===== src/rtl/multi_timer_pkg.sv =====
// multi_timer_pkg -- shared definitions for the multi-channel timer.
//   chan_state_t  : per-channel FSM state (IDLE, RUN)
//   DEF_NCH       : default number of channels
//   DEF_WIDTH     : default counter / terminal-value width
//   DEF_PRESCALE  : default shared tick divider
package multi_timer_pkg;

    typedef enum logic {
        IDLE = 1'b0,
        RUN  = 1'b1
    } chan_state_t;

    localparam int DEF_NCH      = 4;
    localparam int DEF_WIDTH    = 16;
    localparam int DEF_PRESCALE = 8;

endpackage


===== src/rtl/timer_channel.sv =====
// timer_channel -- one independent timer channel (IDLE/RUN FSM).
//   clk, rstn : clock, asynchronous active-low reset
//   tick      : advance enable shared by all channels
//   start     : start/restart strobe; latches load_val and periodic
//   stop      : abort strobe; wins over start and over expiry
//   periodic  : 1 = reload at expiry, 0 = one-shot
//   load_val  : terminal value T; expiry after T+1 ticks
//   busy      : high while in RUN
//   done      : registered one-cycle expiry pulse
//   count     : current counter value, never above T
module timer_channel
    import multi_timer_pkg::*;
#(
    parameter int WIDTH = DEF_WIDTH
) (
    input  logic             clk,
    input  logic             rstn,
    input  logic             tick,
    input  logic             start,
    input  logic             stop,
    input  logic             periodic,
    input  logic [WIDTH-1:0] load_val,
    output logic             busy,
    output logic             done,
    output logic [WIDTH-1:0] count
);

    chan_state_t      state,   state_n;
    logic [WIDTH-1:0] cnt_q,   cnt_n;
    logic [WIDTH-1:0] term_q,  term_n;
    logic             mode_q,  mode_n;
    logic             done_q,  done_n;

    // NOTE: sequential state is updated with non-blocking assignments only,
    // so every register samples the pre-edge values of the others.
    always_ff @(posedge clk or negedge rstn) begin
        if (!rstn) begin
            state  <= IDLE;
            cnt_q  <= '0;
            term_q <= '0;
            mode_q <= 1'b0;
            done_q <= 1'b0;
        end else begin
            state  <= state_n;
            cnt_q  <= cnt_n;
            term_q <= term_n;
            mode_q <= mode_n;
            done_q <= done_n;
        end
    end

    // NOTE: every variable gets a default before any branch; otherwise a
    // path that skips an assignment would infer a latch.
    always_comb begin
        state_n = state;
        cnt_n   = cnt_q;
        term_n  = term_q;
        mode_n  = mode_q;
        done_n  = 1'b0;

        if (stop) begin
            // Harmless in IDLE: count is already 0 there.
            state_n = IDLE;
            cnt_n   = '0;
        end else if (start) begin
            state_n = RUN;
            cnt_n   = '0;
            term_n  = load_val;
            mode_n  = periodic;
        end else if (state == RUN && tick) begin
            // Equality (not overflow) ends the period, so count <= T always
            // and the WIDTH-bit counter can never wrap.
            if (cnt_q == term_q) begin
                cnt_n  = '0;
                done_n = 1'b1;
                if (!mode_q) begin
                    state_n = IDLE;
                end
            end else begin
                cnt_n = cnt_q + WIDTH'(1);
            end
        end
    end

    assign busy  = (state == RUN);
    assign done  = done_q;
    assign count = cnt_q;

endmodule


===== src/rtl/multi_timer.sv =====
// multi_timer -- NCH independent timers sharing one advance tick.
//   clk, rstn : clock, asynchronous active-low reset
//   start     : [NCH] per-channel start/restart strobe
//   stop      : [NCH] per-channel abort strobe
//   periodic  : [NCH] per-channel mode, sampled at start
//   load_val  : [NCH*WIDTH] terminal values, channel i at [i*WIDTH +: WIDTH]
//   busy      : [NCH] channel in RUN
//   done      : [NCH] one-cycle expiry pulse
//   count     : [NCH*WIDTH] current counter values
// Build option: define MULTI_TIMER_PRESCALER_EN to divide the tick by
// PRESCALE with a free-running shared prescaler; otherwise tick is always 1.
module multi_timer
    import multi_timer_pkg::*;
#(
    parameter int NCH      = DEF_NCH,
    parameter int WIDTH    = DEF_WIDTH,
    parameter int PRESCALE = DEF_PRESCALE
) (
    input  logic                 clk,
    input  logic                 rstn,
    input  logic [NCH-1:0]       start,
    input  logic [NCH-1:0]       stop,
    input  logic [NCH-1:0]       periodic,
    input  logic [NCH*WIDTH-1:0] load_val,
    output logic [NCH-1:0]       busy,
    output logic [NCH-1:0]       done,
    output logic [NCH*WIDTH-1:0] count
);

    logic tick;

`ifdef MULTI_TIMER_PRESCALER_EN
    localparam int PS_W = (PRESCALE > 2) ? $clog2(PRESCALE) : 1;

    logic [PS_W-1:0] ps_cnt;

    // Free-running regardless of channel activity, so the first tick after a
    // start lands anywhere from 1 to PRESCALE cycles later.
    always_ff @(posedge clk or negedge rstn) begin
        if (!rstn) begin
            ps_cnt <= '0;
        end else if (ps_cnt == PS_W'(PRESCALE - 1)) begin
            ps_cnt <= '0;
        end else begin
            ps_cnt <= ps_cnt + PS_W'(1);
        end
    end

    assign tick = (ps_cnt == PS_W'(PRESCALE - 1));
`else
    // PRESCALE has no meaning without the prescaler; keep it referenced.
    logic unused_prescale;
    assign unused_prescale = (PRESCALE > 1);
    assign tick            = 1'b1;
`endif

    for (genvar i = 0; i < NCH; i++) begin : g_ch
        timer_channel #(
            .WIDTH (WIDTH)
        ) u_ch (
            .clk      (clk),
            .rstn     (rstn),
            .tick     (tick),
            .start    (start[i]),
            .stop     (stop[i]),
            .periodic (periodic[i]),
            .load_val (load_val[i*WIDTH +: WIDTH]),
            .busy     (busy[i]),
            .done     (done[i]),
            .count    (count[i*WIDTH +: WIDTH])
        );
    end

endmodule


===== config.mk =====
export PLATFORM = sky130hd
export DESIGN_NAME = multi_timer
export DESIGN_NICKNAME = d
export VERILOG_FILES = /design/src/rtl/multi_timer_pkg.sv /design/src/rtl/timer_channel.sv /design/src/rtl/multi_timer.sv
export SDC_FILE = /design/constraint.sdc
export NUM_CORES = 1
export LEC_CHECK = 0
export ABC_AREA = 1
export BUFFER_PORTS_ARGS = -buffer_cell sky130_fd_sc_hd__buf_2
export CAP_MARGIN = 20
export CORE_MARGIN = 2
export CORE_UTILIZATION = 61
export DETAILED_ROUTE_END_ITERATION = 10
export PLACE_DENSITY_LB_ADDON = 0.25
export REMOVE_ABC_BUFFERS = 1
export SYNTH_ARGS = -nofsm -noshare
export SYNTH_HDL_FRONTEND = slang
export SYNTH_SLANG_ARGS = --single-unit

===== constraint.sdc =====
create_clock -name clk -period 3.5 [get_ports clk]
set_input_delay 0.35 -clock clk [delete_from_list [all_inputs] [get_ports clk]]
set_output_delay 0.35 -clock clk [all_outputs]
set_load 0.03 [all_outputs]

==> key figures, run 1 <==
Timing
  • Worst-Margin Slew: 966 ps
  • Final Cycle Share: 49.6%
  • RSZ-0062 raised after global routing: no
  • Final Setup Violations: 0
  • Relative slew slack: 35.2%
  • Fmax: 576 MHz
  • Final Max Slew Viols: 0
  • Setup tns final: 0 ps
  • Worst hold slack: 123 ps
  • Setup Skew: 6.26 ps
  • Final hold violation count: 0
  • Final min period: 1740 ps

Cells and area
  • Design area: 0.00943 mm²
  • Fillers: roughly 1000
  • Share of layout cells above drive strength 1: 21.6%
  • Most used cells in the layout excluding fill and tap cells: nand2_1, buf_2, dfrtp_1
  • Commonest non-fill, non-tap cell in the layout: nand2_1
  • Layout area overhead: 17.8%
  • Register area: 0.00350 mm²
  • Fin cells: 1450
  • Multi-input gate area: 0.00372 mm²
  • Diode count: 0
  • Final nets: between 1000 and 1500

Floorplan
  • Io pins: 150
  • Die Span X: 119 µm
  • Core Footprint: between 0.01 and 0.015 mm²
  • Num rows: 41
  • Initial Util: approximately 63%
  • Chip height: 119 µm
  • Die area: 0.0141 mm²

Logic synthesis
  • Ys Warns: 0
  • Post-synthesis sequential area ratio: 43.7%
  • Syn_area_per_cell: 7.13 µm²
  • Netlist cell types: 27
  • Area contributors post-synth: dfrtp_1, nand2_1, inv_1, o21ai_0, nor2_1
  • Synth Register Bits: 140
  • Yosys top cell area share: 43.7%
  • Cell accounting for the most synthesized area: dfrtp_1
  • Synthesized instance count: 1123
  • Post-Syn Area: 0.00801 mm²

CTS
  • H-tree Lvls: 4
  • CTS tree: yes
  • Clock slew at reported path FFs: 60 ps
  • Worst skew pair latency: 420 ps
  • Post-CTS Resized: 0
  • Clk sink count: 140
  • TritonCTS buffer count: 17
  • CTS Buffer Depth: 2
  • Root Buffer Master: clkbuf_16

Worst setup path
  • CP endpoint kind: register
  • Max stage delay on crit path: around 440 ps
  • Most used cell, CP: nand2_1
  • Worst Path Max Fanout: 6
  • CP Data Arrival Time: 2080 ps
  • Kind of critical path: register to register
  • CP required: 3840 ps
  • Critical path's slowest cell: dfrtp_1
  • Critical-path cell list: ha_1 -> nand2_1 -> nor2_1 -> nand3_1 -> nor2_2 -> nand2_1 -> nand2_1 -> nand2_1 -> o21ai_2
  • Crit start category: register

Detailed routing
  • DRT iter0 DRCs: 609
  • Drt first pass iters: 5
  • DRT Wirelength: ~19 mm
  • DRT antenna net count: 0
  • Remaining DRCs: 0
  • Vias: 7375
  • Routed WL per cell: 13.0 µm
  • Via density: 5.09

Power
  • Power density over the cells: 423 mW/mm²
  • Maximum vdd drop: around 0.00033 V
  • Power, Total: between 0.003 and 0.004 W
  • Static leakage: roughly 4.8 nW

Global routing
  • Pin count of the biggest net entering global routing: between 80 and 90
  • First-pass GRT wire length: 32.0 mm
  • Gr usage total: 27.9%
  • Number of global-route vias before repair: about 6900
  • Initial antenna violation count: 0
  • GRT overflow: 0

Job
  • Max-Cap Viols: 0

Placed design
  • Cell area after placement: 0.00879 mm²
  • Routability congestion estimate: ~0.87
  • Input/output buffers: 149
  • Placed cells: 1413
  • Dpl hpwl: 12.8 mm

Worst hold path
  • HP Class: primary input to register

Run status
  • Status: completed
metal layers:
layer / GRT usage [%] / up-vias / share of wire (%)
met5: 0 / - / 0
met4: 7.51 / 0 / 1.5
met3: 6.81 / 30 / 5.7
met2: 46.9 / 202 / 49
met1: 36.1 / 3422 / 44
li1: - / 3721 / -
where the power goes:
part / switching, W / internal, W
combinational: 0.000290 / 0.000164
sequential: 0.0000664 / 0.00173
clock: 0.000664 / 0.00108
path summary, 6_finish.rpt:
kind                                        start                      end  slack, ps  cells after the start
max in group asynchronous                    rstn  g_ch[1].u_ch.term_q[12]       2190                      3
setup / recovery            g_ch[3].u_ch.count[1]   g_ch[3].u_ch.count[12]       1760                      9
hold reg to reg            g_ch[3].u_ch.term_q[1]   g_ch[3].u_ch.term_q[1]        500                      2
min in group asynchronous                    rstn   g_ch[0].u_ch.term_q[5]        530                      2
setup reg to reg            g_ch[3].u_ch.count[1]   g_ch[3].u_ch.count[12]       1760                      9
hold / removal                       load_val[33]   g_ch[2].u_ch.term_q[1]        120                      3
synthesized netlist by cell type (all sizes together):
master	instances
nand2	459
nor2	116
clkbuf	13
nand4	12
xnor2	4
o21ai	125
buf	22
ha	4
a21oi	1
inv	147
nor3	17
dfrtp	140
nand3	33
xor2	29
nand3b	1
through the flow:
step	util (%)	setup slack, ps
6_report	74.2	1760
2_1_floorplan	-	1760
3_5_place_dp	69.1	1630
5_1_grt	74.2	1620
4_1_cts	73.7	1780
3_3_place_gp	69.1	1700
sequential cells by signal, indices dropped and copies added (netlist names):
| register | flops |
|---|---|
| g_ch.u_ch.done | 4 |
| g_ch.u_ch.mode_q | 4 |
| g_ch.u_ch.term_q | 64 |
| g_ch.u_ch.busy | 4 |
| g_ch.u_ch.count | 64 |
kinds of logic after synthesis:
logic type | share of synthesized area (%)
buffers and inverters | 9.89
xor gates and xnor gates | 3.61
adders and majority gates | 0.625
and+or+nand+nor | 32.4
DFF | 43.7
AOI/OAI and AO/OA | 9.75
layout make-up:
type	instances	share of cell area, %
well taps	172	2.28
multi-input cells	801	39.5
inverters	147	5.85
clock buffers	25	5.46
repair buffers	158	9.16
flip-flops and latches	140	37.1
clock inverters	7	0.637
critical path: cells and delay by family, from the launching register on:
family | cells | cell delay [ps]
AOI/OAI and AO/OA | 1 | 160
and+or+nand+nor | 7 | 820
DFF | 1 | 440
adders and majority gates | 1 | 240
repair_timing:
item,4_1_cts,5_1_grt
endpoints found under the hold margin,8,0
setup buffers,0,0
hold buffers,1,0
Note: power is estimated with default switching activity, not from simulation.
==> run 2, diff against run 1 <==
--- a/config.mk
+++ b/config.mk
@@ -9,7 +9,7 @@
 export BUFFER_PORTS_ARGS = -buffer_cell sky130_fd_sc_hd__buf_2
 export CAP_MARGIN = 20
 export CORE_MARGIN = 2
-export CORE_UTILIZATION = 61
+export CORE_UTILIZATION = 51
 export DETAILED_ROUTE_END_ITERATION = 10
 export PLACE_DENSITY_LB_ADDON = 0.25
 export REMOVE_ABC_BUFFERS = 1
==> constraint.sdc (replaced) <==
create_clock -name clk -period 1.5 [get_ports clk]
set_input_delay 0.15 -clock clk [delete_from_list [all_inputs] [get_ports clk]]
set_output_delay 0.15 -clock clk [all_outputs]
set_load 0.03 [all_outputs]
==> run 2 against run 1 <==
Compared with the run above:
- register-to-register slack lost 1800 ps
- the flow now finishes with violations (negative setup slack)
- hold slack worse by 50 ps
- via count rose by 10%
- core utilization up 0.39 points
- clock power rose by 130%
==> key figures, run 2 (synthesis results as in run 1) <==
Run status
  • Status: complete, but fails checks
  • Failing checks: negative setup slack

Job
  • Max-Cap Viols: 0

CTS
  • Worst skew pair latency: around 430 ps
  • Clk sink count: 140
  • CTS tree: yes
  • Clock slew at reported path FFs: 60 ps
  • CTS Buffer Depth: 2
  • TritonCTS buffer count: 17
  • H-tree Lvls: 4
  • Root Buffer Master: clkbuf_16

Timing
  • Worst-Margin Slew: 634 ps
  • Final min period: 1560 ps
  • Setup Skew: 9.18 ps
  • RSZ-0062 raised after global routing: yes
  • Final Cycle Share: 104%
  • Fmax: 643 MHz
  • Final Max Slew Viols: 0
  • Final Setup Violations: 10
  • Final hold violation count: 0
  • Setup tns final: -234 ps
  • Worst Setup Slack, final: -56.1 ps
  • Relative slew slack: between 50% and 60%

Global routing
  • Initial antenna violation count: 0
  • Pin count of the biggest net entering global routing: 35
  • GRT overflow: 0
  • Gr usage total: 25.8%
  • First-pass GRT wire length: 34.3 mm
  • Number of global-route vias before repair: 7463

Detailed routing
  • DRT antenna net count: 0
  • Drt first pass iters: 5
  • DRT Wirelength: 22.1 mm
  • DRT iter0 DRCs: 545
  • Vias: 8115
  • Routed WL per cell: 13.3 µm
  • Via density: ~4.9
  • Remaining DRCs: 0

Worst hold path
  • WHS Path Cells: 4
  • HP Class: primary input to register
  • Hold path startpoint: stop[1]
  • WHS Endpoint: g_ch[1].u_ch.done

Cells and area
  • Multi-input gate area: 0.00411 mm²
  • Share of layout cells above drive strength 1: a little under a third
  • Layout area overhead: 42.0%
  • Commonest non-fill, non-tap cell in the layout: nand2_1
  • Diode count: 0
  • Final nets: 1519
  • Fin cells: around 1700
  • Largest regs: g_ch.u_ch.count x64, g_ch.u_ch.term_q x64
  • Register area: 0.00353 mm²
  • Most used cells in the layout excluding fill and tap cells: nand2_1, buf_2, inv_1
  • Fillers: between 1000 and 1500

Worst setup path
  • Crit start category: register
  • Kind of critical path: register to register
  • FF-to-FF setup slack: -60 ps
  • CP endpoint kind: register
  • CP required: 1820 ps
  • R2r endpoint: g_ch[0].u_ch.count[1]
  • Worst r2r path cells: 10
  • RR Startpoint: g_ch[0].u_ch.count[1]
  • CP Data Arrival Time: around 1900 ps
  • Worst Path Max Fanout: 4
  • Crit. Startpoint: g_ch[0].u_ch.count[1]

Floorplan
  • Core Footprint: 0.0153 mm²
  • Initial Util: 52.5%
  • Io pins: 150
  • Die area: about 0.017 mm²
  • Die Span X: 129 µm
  • Chip height: roughly 130 µm
  • Num rows: 45

Placed design
  • Placed cells: between 1500 and 2000
  • Routability congestion estimate: 0.908
  • Input/output buffers: about 150
  • Dpl hpwl: 14.1 mm

Power
  • Static leakage: 5.61 nW
  • Maximum vdd drop: 0.000826 V
  • Power density over the cells: 838 mW/mm²
==> run 2: changes by cell type in the layout (fill, tap and decap cells not counted), moves of 10 or more <==
cell	before	now
nor2_4	1	15
nor2_1	97	74
nand2_1	451	439
inv_1	128	118
buf_4	3	90
dfrtp_2	0	24
dlygate4sd3_1	1	73
dfrtp_1	140	116
==> run 2: final cells by class <==
class	instances	share of cell area (%)
Tap cell	211	2.32
Inverter	147	4.87
Sequential cell	140	31.1
Timing Repair Buffer	326	20.7
Multi-Input combinational cell	805	36.1
Clock buffer	19	3.98
Clock inverter	12	0.869
==> run 2: critical path, stage by stage (launching register included) <==
cell,delay (ps)
dfrtp_1,420
buf_6,150
nor2_4,70
nor2_1,60
nor2_1,90
nand2_1,70
nor2_2,190
nand2_4,120
buf_6,150
nand3_1,60
nand2_1,50
==> run 2: repair_timing <==
| action | CTS | global route |
|---|---|---|
| hold endpoints to repair | 195 | 0 |
| hold buffers | 73 | 0 |
| buffers inserted | 9 | 17 |
| resized for setup | 9 | 122 |
| cloned | 0 | 4 |
| endpoints found under the setup margin | 29 | 68 |
| pin swaps | 4 | 41 |
==> run 2: metrics by stage <==
| stage | area (µm²) | worst slack, ps | total power [W] | utilization (%) | hold slack [ps] |
|---|---|---|---|---|---|
| finish | 11400 | -56.1 | 0.00954 | 74.5 | 72.5 |
| global route | 11400 | -149 | 0.00996 | 74.5 | 99.8 |
| CTS | 10800 | -12.6 | 0.00948 | 71.0 | 30.1 |
| detailed placement | 9440 | -45.9 | 0.00534 | 61.9 | 70.5 |
| global placement | 9440 | -17.9 | 0.00531 | 61.9 | 77.0 |
| floorplan | 7770 | -158 | 0.00487 | - | -146 |
==> run 2: metal layers <==
layer / vias up / wire length, µm / GRT usage, %
li1: 4081 / - / -
met1: 3749 / 9830 / 34.8
met2: 243 / 10600 / 41.1
met3: 42 / 1100 / 5.70
met4: 0 / 499 / 9.14
met5: - / 0 / 0
==> run 2: worst max path at each step <==
stage                                  endpoint  slack (ps)  cells after the start
after floorplan           g_ch[3].u_ch.count[8]        -160                      7
after global routing      g_ch[0].u_ch.count[1]        -150                     10
after detailed placement  g_ch[2].u_ch.count[2]         -50                      9
after global placement    g_ch[0].u_ch.count[3]         -20                      9
final                     g_ch[0].u_ch.count[1]         -60                     10
after CTS                 g_ch[0].u_ch.count[3]         -10                      9
==> run 2: where the power goes <==
group | switching (W) | internal, W
logic | 0.000781 | 0.000578
registers | 0.000155 | 0.00403
clock network | 0.00165 | 0.00234
